`src/rtl/gate_bist_if.sv`:
```
// Handshake and stimulus/response bundle between gate_bist_seq and its logic_gate target.
// master = the BIST sequencer, slave = the logic_gate side plus the start requester.
interface gate_bist_if #(
  parameter int ERR_W = 8
);
  logic             start;
  logic             a;
  logic             b;
  logic             and_gate;
  logic             or_gate;
  logic             not_gate;
  logic             nand_gate;
  logic             nor_gate;
  logic             xor_gate;
  logic             xnor_gate;
  logic             busy;
  logic             done;
  logic             pass;
  logic [ERR_W-1:0] err_cnt;
  logic [6:0]       fail_vec;

  modport master (
    input  start,
    input  and_gate, or_gate, not_gate, nand_gate, nor_gate, xor_gate, xnor_gate,
    output a, b,
    output busy, done, pass, err_cnt, fail_vec
  );

  modport slave (
    output start,
    output and_gate, or_gate, not_gate, nand_gate, nor_gate, xor_gate, xnor_gate,
    input  a, b,
    input  busy, done, pass, err_cnt, fail_vec
  );
endinterface

```
`src/rtl/gate_bist_seq.sv`:
```
// BIST sequencer for logic_gate: sweeps {a,b} through 00..11, checks all seven gates per vector.
// Optional GATE_BIST_STOP_ON_FAIL_EN: end the sweep at the first failing vector.
module gate_bist_seq #(
  parameter int HOLD_CYCLES = 4,
  parameter int ERR_W       = 8
) (
  input  logic        clk,
  input  logic        rst_n,
  gate_bist_if.master bus
);

`ifdef GATE_BIST_STOP_ON_FAIL_EN
  localparam bit STOP_ON_FAIL = 1'b1;
`else
  localparam bit STOP_ON_FAIL = 1'b0;
`endif

  // A zero hold still needs one settle cycle so the sample never races the new vector.
  localparam int HOLD_EFF = (HOLD_CYCLES < 1) ? 1 : HOLD_CYCLES;
  localparam int CNT_W    = $clog2(HOLD_EFF + 1);

  typedef enum logic [1:0] {
    IDLE,
    SETTLE,
    CHECK,
    DONE
  } state_e;

  state_e           state;
  state_e           state_nxt;
  logic [1:0]       vec;
  logic [CNT_W-1:0] settle_cnt;
  logic             settle_last;
  logic [6:0]       exp_gates;
  logic [6:0]       obs_gates;
  logic [6:0]       mis_bits;
  logic             any_mis;
  logic [ERR_W-1:0] err_cnt;
  logic [6:0]       fail_vec;
  logic             pass;

  assign settle_last = (settle_cnt == CNT_W'(HOLD_EFF - 1));

  // Expected responses from the registered stimulus; bit order matches fail_vec.
  assign exp_gates = {~(vec[1] ^ vec[0]), vec[1] ^ vec[0], ~(vec[1] | vec[0]),
                      ~(vec[1] & vec[0]), ~vec[1], vec[1] | vec[0], vec[1] & vec[0]};
  assign obs_gates = {bus.xnor_gate, bus.xor_gate, bus.nor_gate, bus.nand_gate,
                      bus.not_gate, bus.or_gate, bus.and_gate};

  // Case inequality so an X or Z returned by the gate counts as a mismatch.
  always_comb begin
    for (int i = 0; i < 7; i++) begin
      mis_bits[i] = (obs_gates[i] !== exp_gates[i]);
    end
  end

  assign any_mis = |mis_bits;

  // State register
  // NOTE: sequential state uses non-blocking assignments so every register samples pre-edge values.
  always_ff @(posedge clk or negedge rst_n) begin
    if (!rst_n) begin
      state <= IDLE;
    end else begin
      state <= state_nxt;
    end
  end

  // Next-state logic
  // NOTE: default assignment first so no path through the case leaves state_nxt unassigned (no latch).
  always_comb begin
    state_nxt = state;
    unique case (state)
      IDLE: begin
        if (bus.start) state_nxt = SETTLE;
      end
      SETTLE: begin
        if (settle_last) state_nxt = CHECK;
      end
      CHECK: begin
        if ((vec == 2'd3) || (STOP_ON_FAIL && any_mis)) state_nxt = DONE;
        else                                            state_nxt = SETTLE;
      end
      DONE: begin
        state_nxt = IDLE;
      end
      default: state_nxt = IDLE;
    endcase
  end

  // Output logic
  always_comb begin
    bus.busy = 1'b0;
    bus.done = 1'b0;
    unique case (state)
      IDLE:    bus.busy = 1'b0;
      SETTLE,
      CHECK:   bus.busy = 1'b1;
      DONE: begin
        bus.busy = 1'b1;
        bus.done = 1'b1;
      end
      default: bus.busy = 1'b0;
    endcase
  end

  // Datapath: vector index, settle timer and the result registers.
  always_ff @(posedge clk or negedge rst_n) begin
    if (!rst_n) begin
      vec        <= 2'd0;
      settle_cnt <= '0;
      err_cnt    <= '0;
      fail_vec   <= '0;
      pass       <= 1'b0;
    end else begin
      unique case (state)
        IDLE: begin
          if (bus.start) begin
            vec        <= 2'd0;
            settle_cnt <= '0;
            err_cnt    <= '0;
            fail_vec   <= '0;
            pass       <= 1'b0;
          end
        end
        SETTLE: begin
          if (!settle_last) settle_cnt <= settle_cnt + 1'b1;
        end
        CHECK: begin
          if (any_mis) begin
            fail_vec <= fail_vec | mis_bits;
            if (err_cnt != {ERR_W{1'b1}}) err_cnt <= err_cnt + 1'b1;
          end
          if (state_nxt == SETTLE) begin
            vec        <= vec + 2'd1;
            settle_cnt <= '0;
          end else begin
            // err_cnt still holds the pre-CHECK count, so fold in this vector's result.
            pass <= (err_cnt == '0) && !any_mis;
          end
        end
        default: ;
      endcase
    end
  end

  assign bus.a        = vec[1];
  assign bus.b        = vec[0];
  assign bus.err_cnt  = err_cnt;
  assign bus.fail_vec = fail_vec;
  assign bus.pass     = pass;

endmodule
```
`src/flat_wrapper.sv`:
```
// flat-port wrapper written by rule: the top's interface ports become plain ports
module gate_bist_seq_flat 
#(
  parameter int HOLD_CYCLES = 4,
  parameter int ERR_W       = 8
)
  (clk, rst_n, bus_start, bus_and_gate, bus_or_gate, bus_not_gate, bus_nand_gate, bus_nor_gate, bus_xor_gate, bus_xnor_gate, bus_a, bus_b, bus_busy, bus_done, bus_pass, bus_err_cnt, bus_fail_vec);
  gate_bist_if #(.ERR_W(ERR_W)) bus_i ();
  input  logic clk;
  input  logic rst_n;
  input wire logic [$bits(bus_i.start)-1:0] bus_start;
  input wire logic [$bits(bus_i.and_gate)-1:0] bus_and_gate;
  input wire logic [$bits(bus_i.or_gate)-1:0] bus_or_gate;
  input wire logic [$bits(bus_i.not_gate)-1:0] bus_not_gate;
  input wire logic [$bits(bus_i.nand_gate)-1:0] bus_nand_gate;
  input wire logic [$bits(bus_i.nor_gate)-1:0] bus_nor_gate;
  input wire logic [$bits(bus_i.xor_gate)-1:0] bus_xor_gate;
  input wire logic [$bits(bus_i.xnor_gate)-1:0] bus_xnor_gate;
  output wire logic [$bits(bus_i.a)-1:0] bus_a;
  output wire logic [$bits(bus_i.b)-1:0] bus_b;
  output wire logic [$bits(bus_i.busy)-1:0] bus_busy;
  output wire logic [$bits(bus_i.done)-1:0] bus_done;
  output wire logic [$bits(bus_i.pass)-1:0] bus_pass;
  output wire logic [$bits(bus_i.err_cnt)-1:0] bus_err_cnt;
  output wire logic [$bits(bus_i.fail_vec)-1:0] bus_fail_vec;
  assign bus_i.start = bus_start;
  assign bus_i.and_gate = bus_and_gate;
  assign bus_i.or_gate = bus_or_gate;
  assign bus_i.not_gate = bus_not_gate;
  assign bus_i.nand_gate = bus_nand_gate;
  assign bus_i.nor_gate = bus_nor_gate;
  assign bus_i.xor_gate = bus_xor_gate;
  assign bus_i.xnor_gate = bus_xnor_gate;
  assign bus_a = bus_i.a;
  assign bus_b = bus_i.b;
  assign bus_busy = bus_i.busy;
  assign bus_done = bus_i.done;
  assign bus_pass = bus_i.pass;
  assign bus_err_cnt = bus_i.err_cnt;
  assign bus_fail_vec = bus_i.fail_vec;
  gate_bist_seq #(.HOLD_CYCLES(HOLD_CYCLES), .ERR_W(ERR_W)) u_core (.clk(clk), .rst_n(rst_n), .bus(bus_i));
endmodule
```
`config.mk`:
```
export PLATFORM = sky130hd
export DESIGN_NAME = gate_bist_seq_flat
export DESIGN_NICKNAME = d
export VERILOG_FILES = /design/src/rtl/gate_bist_if.sv /design/src/rtl/gate_bist_seq.sv /design/src/flat_wrapper.sv
export SDC_FILE = /design/constraint.sdc
export NUM_CORES = 1
export LEC_CHECK = 0
export ABC_AREA = 1
export CELL_PAD_IN_SITES_DETAIL_PLACEMENT = 1
export CELL_PAD_IN_SITES_GLOBAL_PLACEMENT = 2
export CORE_UTILIZATION = 29
export CTS_CLUSTER_SIZE = 24
export DETAILED_ROUTE_END_ITERATION = 8
export HOLD_SLACK_MARGIN = 0.1
export PLACE_DENSITY_LB_ADDON = 0.15
export REMOVE_ABC_BUFFERS = 1
export SLEW_MARGIN = 25
export SYNTH_ARGS = -nofsm -noshare
export SYNTH_HDL_FRONTEND = slang
export SYNTH_SLANG_ARGS = --single-unit
export TNS_END_PERCENT = 5
```
`constraint.sdc`:
```
create_clock -name clk -period 2.4 [get_ports clk]
set_clock_uncertainty 0.15 [all_clocks]
set_input_delay 0.48 -clock clk [delete_from_list [all_inputs] [get_ports clk]]
set_output_delay 0.48 -clock clk [all_outputs]
set_load 0.01 [all_outputs]
```
==> results of run 1 <==
-- flip-flops by register name, indices dropped and copies added, names as in the netlist --
name and cells:
u_core.bus.err_cnt 8, u_core.bus.fail_vec 7, u_core.settle_cnt 3, u_core.state 2, u_core.vec 2, u_core.bus.pass 1
-- logic make-up (layout without fill, tap and decap cells) --
logic type,after synthesis,after routing,share of synthesized area (%)
flip-flops,23,23,34.9
AO/OA/AOI/OAI,16,16,6.82
buffers and inverters,42,74,12.1
AND/OR/NAND/NOR,133,133,41.6
adder cells (fa/ha/maj),6,6,4.55
-- critical path: stages (launching register included) --
cell and delay, ns:
dfrtp_1 0.44, nor2_1 0.18, inv_1 0.06, clkdlybuf4s50_1 0.47
-- metrics by stage --
stage | total power [W] | hold slack, ns
after floorplan | 0.000962 | 0.0344
after global placement | 0.00116 | 0.325
after detailed placement | 0.00116 | 0.336
after CTS | 0.00142 | 0.351
after global routing | 0.00152 | 0.384
final | 0.00138 | 0.345
-- metal layers --
metal	vias up	GRT usage [%]	wire, um
met5	-	0	0
met4	0	2.26	25
met3	2	2.71	98
met2	15	24.5	1760
met1	672	20.3	1980
li1	745	-	-
-- how the worst max path moves through the flow --
| stage | from | to | cells past startpoint | slack (ns) |
|---|---|---|---|---|
| floorplan | u_core.vec[0] | u_core.bus.fail_vec[0] | 11 | 0.62 |
| global placement | bus_or_gate | u_core.bus.fail_vec[1] | 9 | 0.37 |
| detailed placement | bus_or_gate | u_core.bus.fail_vec[2] | 9 | 0.35 |
| CTS | u_core.state[0] | bus_busy | 3 | 0.32 |
| global route | u_core.state[0] | bus_busy | 3 | 0.28 |
| finish | u_core.state[0] | bus_busy | 3 | 0.35 |
-- power by group through the flow --
| stage | Sequential (W) | Clock (W) | Combinational [W] |
|---|---|---|---|
| CTS | 0.000504 | 0.000265 | 0.000653 |
| detailed placement | 0.000512 | 0 | 0.000650 |
| global route | 0.000513 | 0.000274 | 0.000729 |
| floorplan | 0.000512 | 0 | 0.000450 |
| global placement | 0.000513 | 0 | 0.000645 |
| finish | 0.000502 | 0.000245 | 0.000635 |
-- area by class of cell --
cell class | count | area share [%]
clock buffer | 3 | 2.01
clock inverter | 1 | 0.244
inverter | 40 | 8.23
multi-input combinational | 155 | 42.6
sequential | 23 | 28.0
tap | 72 | 4.39
timing repair buffer | 30 | 14.5
-- cells in the mapped netlist (all sizes together) --
library cell	instances
nor4	1
nand3b	1
buf	2
o22ai	2
ha	6
nand2	93
nor3	1
bufinv	1
o21ai	13
nand4	10
inv	39
nand3	8
nor2	19
a31o	1
dfrtp	23
==> flow_results.org, run 1 <==
** CTS
- Sinks on the clock net :: 23
- Hold repair after CTS inserted 0 buffers.
- Clock tree from TritonCTS :: built
- Maximum number of buffers from clock root to sink :: 2
- In this run the number of H-tree levels came out at 1.
- Clock latency on the worst-skew pair :: 0.26 ns
- Number of cells upsized or downsized after cts :: 0
- Number of buffers inserted during clock tree synthesis :: 3
- The number of setup buffers added after CTS is 0.
- Clock-pin slew was measured on the worst setup and hold paths at 0.09 ns.
- Clock tree synthesis selected as its root buffer the cell clkbuf_8.

** Place
- Instance count after placement with tap cells included :: 320
- OpenSTA, run right after detailed placement, puts the worst setup slack at 0.352 ns.
- Post-detailed-placement half-perimeter wirelength :: 3.05 mm
- Port-buffer cells :: 29
- In this run the cell area measured after placement is 2010 um2.
- Placer Congestion :: 0.706

** STA
- Measured against its own limit, the worst slew margin works out to 76.6%.
- The routed design could run at a clock period as short as 2.05 ns.
- Sum Neg Setup Slack :: 0 ns
- Final-report hold violation count :: 0
- Setup slack closes at 0.351 ns.
- Final period util :: 85.4%
- The count of final max-slew check failures is 0.
- Actual slew at the worst max-slew pin :: 0.348 ns
- For this run, the top clock speed supported by timing is 488 MHz.
- RSZ-0062 raised after global routing :: no
- Setup-violating endpoint count in the final report :: 0

** Floorplan
- Pin placement for this block handled 30 I/O pins.
- Die outline height :: 77.4 um
- Floorplan Core Area :: 5510 um2
- Die area :: 6000 um2
- Measured along the x axis, the die boundary spans 77.4 um.
- Total number of placement rows :: 27
- For this configuration, the core starts out at a cell density of 30.0%.

** Pwr
- In this run the power spent charging and discharging nets is 0.000560 W.
- Across the VDD grid, the largest voltage drop is 0.409 mV.
- For this design the static power due to leakage is 1.02 nW.
- Clock network fraction of design power :: 17.7%
- Power spread over the standard cell area amounts to 673 nW/um2.
- Of the total power, the share spent switching nets is 40.5%.
- Reg power frac :: 36.3%
- The share of total power dissipated in combinational logic is 46.0%.
- The internal portion of the total power is 0.000823 W.

** Synth
- Synthesis produced a netlist whose cell count is 220.
- The top cell type by area accounts for 34.9% of the synthesized area.
- For this run, the number of Yosys warnings is 0.
- Area leader, netlist :: dfrtp_1
- Summing every instance area after synthesis gives 1650 um2.
- Yosys mapped the design onto 28 distinct sky130hd cell types.
- Synth Register Bits :: 23
- Mean Syn Cell Area :: 7.50 um2
- Leading cell types by total area after synthesis :: dfrtp_1 35%, nand2_1 19%, inv_1 7.7%
- Sequential cells were found to cover 34.9% of the synthesized design area.

** Detailed routing
- Wirelength, routed :: 3.87 mm
- Post-route DRC violation count :: 0
- Number of antenna-violating nets in the routed design :: 0
- The routed layout has 1434 vias.
- Average vias per placed instance :: 4.43
- Detailed-routing iteration count for the pre-antenna-repair pass :: 4
- WL/cell :: 11.9 um
- For this block, the initial DRC count from the detailed router was 68.

** Finish
- Counting the fill cells in the layout gives 710.
- Post-layout instance count excluding filler cells :: 324
- In the layout the commonest cells are 82 x nand2_1, 34 x inv_1, 29 x clkdlybuf4s50_1.
- Sequential cell area in the final layout :: 576 um2
- Share of layout cells above drive strength 1 :: 14.3%
- Most common cell after layout, fill and taps aside :: nand2_1
- Antenna cells :: 0
- In the final design database the tool counted 269 nets.
- For this run, the share of the core covered by cells in the final layout is 37.3%.
- Relative to the synthesized area, the layout overhead comes to 24.4%.
- Post-route design area :: 2050 um2
- Area taken by multi-input logic gates :: 875 um2

** Global routing
- Entering global routing, the biggest net connects 24 pins.
- The number of global-route vias before repair is 1509.
- The first global-routing pass estimated 7.19 mm of wire.
- Overall fraction of global-route tracks in use :: 14.8%
- The number of antenna violations at the first check in global routing was 0.
- Total overflow reported by the global router :: 0

** Status
- The run finished with clean final reports.

** Critical path
- FF-to-FF Start :: u_core.vec[0]
- Data on the critical path is required at its endpoint by 1.77 ns.
- Counting cells, the worst reg-to-reg path comes to 11.
- Largest fanout of any net on the critical path :: 6
- Startpoint types :: register
- Worst setup path category :: register to output port
- In this run the critical register-to-register path is captured at u_core.bus.fail_vec[3].
- In this run the register-to-register setup slack is 0.50 ns.
- At the worst endpoint, the arrival time is 1.42 ns.
- STA classifies the critical path endpoint as an output port.

** Worst hold path
- Hold Startpoint :: u_core.settle_cnt[0]
- Hold EP :: u_core.settle_cnt[0]
- Hold Path Stages :: 1
- The tightest min-delay check is of the register to register type.

** Job
- Max-capacitance violation count :: 0
Note: power is estimated with default switching activity, not from simulation.
==> inputs of run 2 (changes only) <==
--- a/config.mk
+++ b/config.mk
@@ -11,6 +11,7 @@
 export CORE_UTILIZATION = 29
 export CTS_CLUSTER_SIZE = 24
 export DETAILED_ROUTE_END_ITERATION = 8
+export GPL_TIMING_DRIVEN = 0
 export HOLD_SLACK_MARGIN = 0.1
 export PLACE_DENSITY_LB_ADDON = 0.15
 export REMOVE_ABC_BUFFERS = 1
==> run 2 against run 1 <==
Sequential cell count did not move. First-iteration DRC count rose by 7.4%. Maximum frequency fell by 1.0%. Final area did not move. Die area did not move. Hold slack got worse by 0.0080 ns. Register-to-register slack got worse by 0.06 ns. Non-clock buffer count did not move. Global-route usage fell by 0.45 points. Critical endpoint unchanged. Largest cell class unchanged.
==> flow_results.org, run 2 (synthesized netlist as in run 1, its figures left out) <==
** Global routing
- Total overflow reported by the global router :: 0 (unchanged)
- The number of global-route vias before repair is 1429 (was 1509).
- Overall fraction of global-route tracks in use :: 14.3% (was 14.8%)
- The global-route wire length before repair is 6.83 mm (was 7.19 mm).
- The number of antenna violations at the first check in global routing is 0 (unchanged).
- The largest net degree at the start of global routing came to 24 (unchanged).

** CTS
- The buffer depth of the longest clock path is 2 (unchanged).
- The clock latency on the worst-skew pair came to 0.27 ns (was 0.26 ns).
- The number of instances resized during post-cts repair was 0 (unchanged).
- Sinks on the clock net :: 23 (unchanged)
- The CTS tree was built (unchanged).
- The number of levels the H-tree was split into is 1 (unchanged).
- Clock root cell :: clkbuf_8 (unchanged)
- The clock-pin transition on the worst setup and hold timing paths is 0.09 ns (about the same).
- Hold-fix buffers, CTS :: 1 (was 0)
- Post-CTS Setup Bufs :: 0 (unchanged)
- Number of buffers inserted during clock tree synthesis :: 3 (unchanged)

** Finish
- Most common cell after layout, fill and taps aside :: nand2_1 (unchanged)
- Most frequent cells in the layout :: 82 x nand2_1, 34 x inv_1, 28 x clkdlybuf4s50_1 (was 82 x nand2_1, 34 x inv_1, 29 x clkdlybuf4s50_1)
- The area added between synthesis and finish came to 24.4% (unchanged).
- Biggest regs :: u_core.bus.err_cnt: 8 flops, u_core.bus.fail_vec: 7 flops, u_core.settle_cnt: 3 flops (unchanged)
- Number of nets in the finished design :: 269 (unchanged)
- Number of flip-flops in the largest register :: 8 (unchanged)
- The multi-input combinational cell area came to 875 um2 (unchanged).
- The register with the most flip-flops was u_core.bus.err_cnt (unchanged).
- The fraction of layout cells with a size suffix above 1 came to 14.3% (unchanged).
- Number of fill cells in the layout :: 698 (was 710)
- Sequential cell area in the final layout :: 576 um2 (unchanged)
- The number of diodes is 0 (unchanged).
- The utilization after layout came to 37.3% (unchanged).

** Detailed routing
- The DRC violations left came to 0 (unchanged).
- Detailed router's first-iteration violation count :: 73 (was 68)
- The via total after detailed routing came to 1437 (was 1434).
- Wirelength, routed :: 3.88 mm (was 3.87 mm)
- Detailed-routing iteration count for the pre-antenna-repair pass :: 4 (unchanged)
- WL/cell :: 12.0 um (was 11.9 um)
- Number of antenna-violating nets in the routed design :: 0 (unchanged)
- Average vias per placed instance :: 4.44 (was 4.43)

** STA
- RSZ-0062 raised after global routing :: no (unchanged)
- The count of endpoints failing hold in the final timing report is 0 (unchanged).
- Sum Neg Setup Slack :: 0 ns (unchanged)
- The maximum clock frequency is 483 MHz (was 488 MHz).
- Fin. max-slew vios :: 0 (unchanged)
- The final critical-path share of the clock period is 86.3% (was 85.4%).
- Setup-violating endpoint count in the final report :: 0 (unchanged)
- The final worst-path setup slack was 0.330 ns (was 0.351 ns).
- Slew headroom :: 62.6% (was 76.6%)
- The shortest period the worst path allows is 2.07 ns (was 2.05 ns).
- Actual slew at the worst max-slew pin :: 0.561 ns (was 0.348 ns)

** Place
- Post-detailed-placement half-perimeter wirelength :: 2.92 mm (was 3.05 mm)
- The weighted congestion reported at the end of routability-driven placement was 0.688 (was 0.706).
- Worst slack, placed :: 0.335 ns (was 0.352 ns)
- The count of buffers from port buffering is 29 (unchanged).

** Pwr
- Power density of the placed cells :: 681 nW/um2 (was 673 nW/um2)
- The standby leakage power came to 1.02 nW (about the same).
- The maximum vdd ir drop is 0.416 mV (was 0.409 mV).

** Critical path
- Startpoint types :: register (unchanged)
- Crit path DAT :: 1.44 ns (was 1.42 ns)
- The type of destination of the critical path is an output port (unchanged).
- The buffer and inverter count on the worst path is 2 (unchanged).
- List of cells traversed by the critical path :: nor2_1 > inv_1 > clkdlybuf4s50_1 (unchanged)
- Peak per-stage delay on the critical path :: 0.47 ns (about the same)
- Cell at the slowest stage of the critical path :: clkdlybuf4s50_1 (unchanged)
- Worst setup path category :: register to output port (unchanged)
- Required time of the critical path :: 1.77 ns (about the same)
- Cell type group with the largest total delay on the critical path :: buffers and inverters (unchanged)
- Largest fanout of any net on the critical path :: 6 (unchanged)

** Floorplan
- Floorplan Core Area :: 5510 um2 (unchanged)
- Floorplan die width :: 77.4 um (unchanged)
- Total number of placement rows :: 27 (unchanged)
- Starting utilization of the core area :: 30.0% (unchanged)
- Die area :: 6000 um2 (unchanged)
- The floorplan die height came to 77.4 um (unchanged).
- Count of boundary I/O pins :: 30 (unchanged)

** Job
- Max-capacitance violation count :: 0 (unchanged)

** Worst hold path
- Kind of path behind the tightest hold check :: register to register (unchanged)

** Status
- Status: finished clean (unchanged).
run 2: cell count changes in the layout (fill, tap and decap cells not counted), sizes merged:
cell / change
clkdlybuf4s50: -1
clkinv: -1
clkinvlp: +1
dlygate4sd3: +1
run 2: cell type report:
type,count,share of cell area (%)
well taps,72,4.39
clock buffers,3,2.01
repair buffers,30,14.4
multi-input cells,155,42.6
flip-flops and latches,23,28.0
clock inverters,1,0.366
inverters,40,8.23
run 2: where the power goes:
group	internal [W]	switching [W]	leakage (nW)
Clock	0.000118	0.000136	0.0217
Sequential	0.000448	0.0000554	0.312
Combinational	0.000258	0.000383	0.686
run 2: final timing paths:
kind | startpoint | endpoint | slack (ns) | cells past startpoint
setup / recovery | u_core.state[0] | bus_busy | 0.33 | 3
hold / removal | u_core.settle_cnt[0] | u_core.settle_cnt[0] | 0.34 | 1
setup reg to reg | u_core.vec[0] | u_core.bus.fail_vec[3] | 0.44 | 11
hold reg to reg | u_core.settle_cnt[0] | u_core.settle_cnt[0] | 0.34 | 1
max in group asynchronous | rst_n | u_core.bus.pass | 1.15 | 2
min in group asynchronous | rst_n | u_core.vec[1] | 0.57 | 2
run 2: metal layers:
| layer | part of all wire [%] | vias up | global-route usage (%) | wire length, um |
|---|---|---|---|---|
| met3 | 3.4 | 2 | 2.59 | 133 |
| met2 | 46 | 22 | 23.6 | 1770 |
| li1 | - | 742 | - | - |
| met5 | 0 | - | 0 | 0 |
| met4 | 0.80 | 0 | 3.40 | 31 |
| met1 | 50 | 671 | 19.3 | 1950 |
run 2: per-stage QoR:
step                      cells  hold WS [ns]  power [W]  instance area [um2]
after floorplan             218        0.0344   0.000962                 1620
after global placement      319         0.331    0.00116                 2000
after detailed placement    319         0.329    0.00117                 1990
after CTS                   324         0.344    0.00144                 2050
after global routing        324         0.358    0.00154                 2050
final                       324         0.337    0.00140                 2050
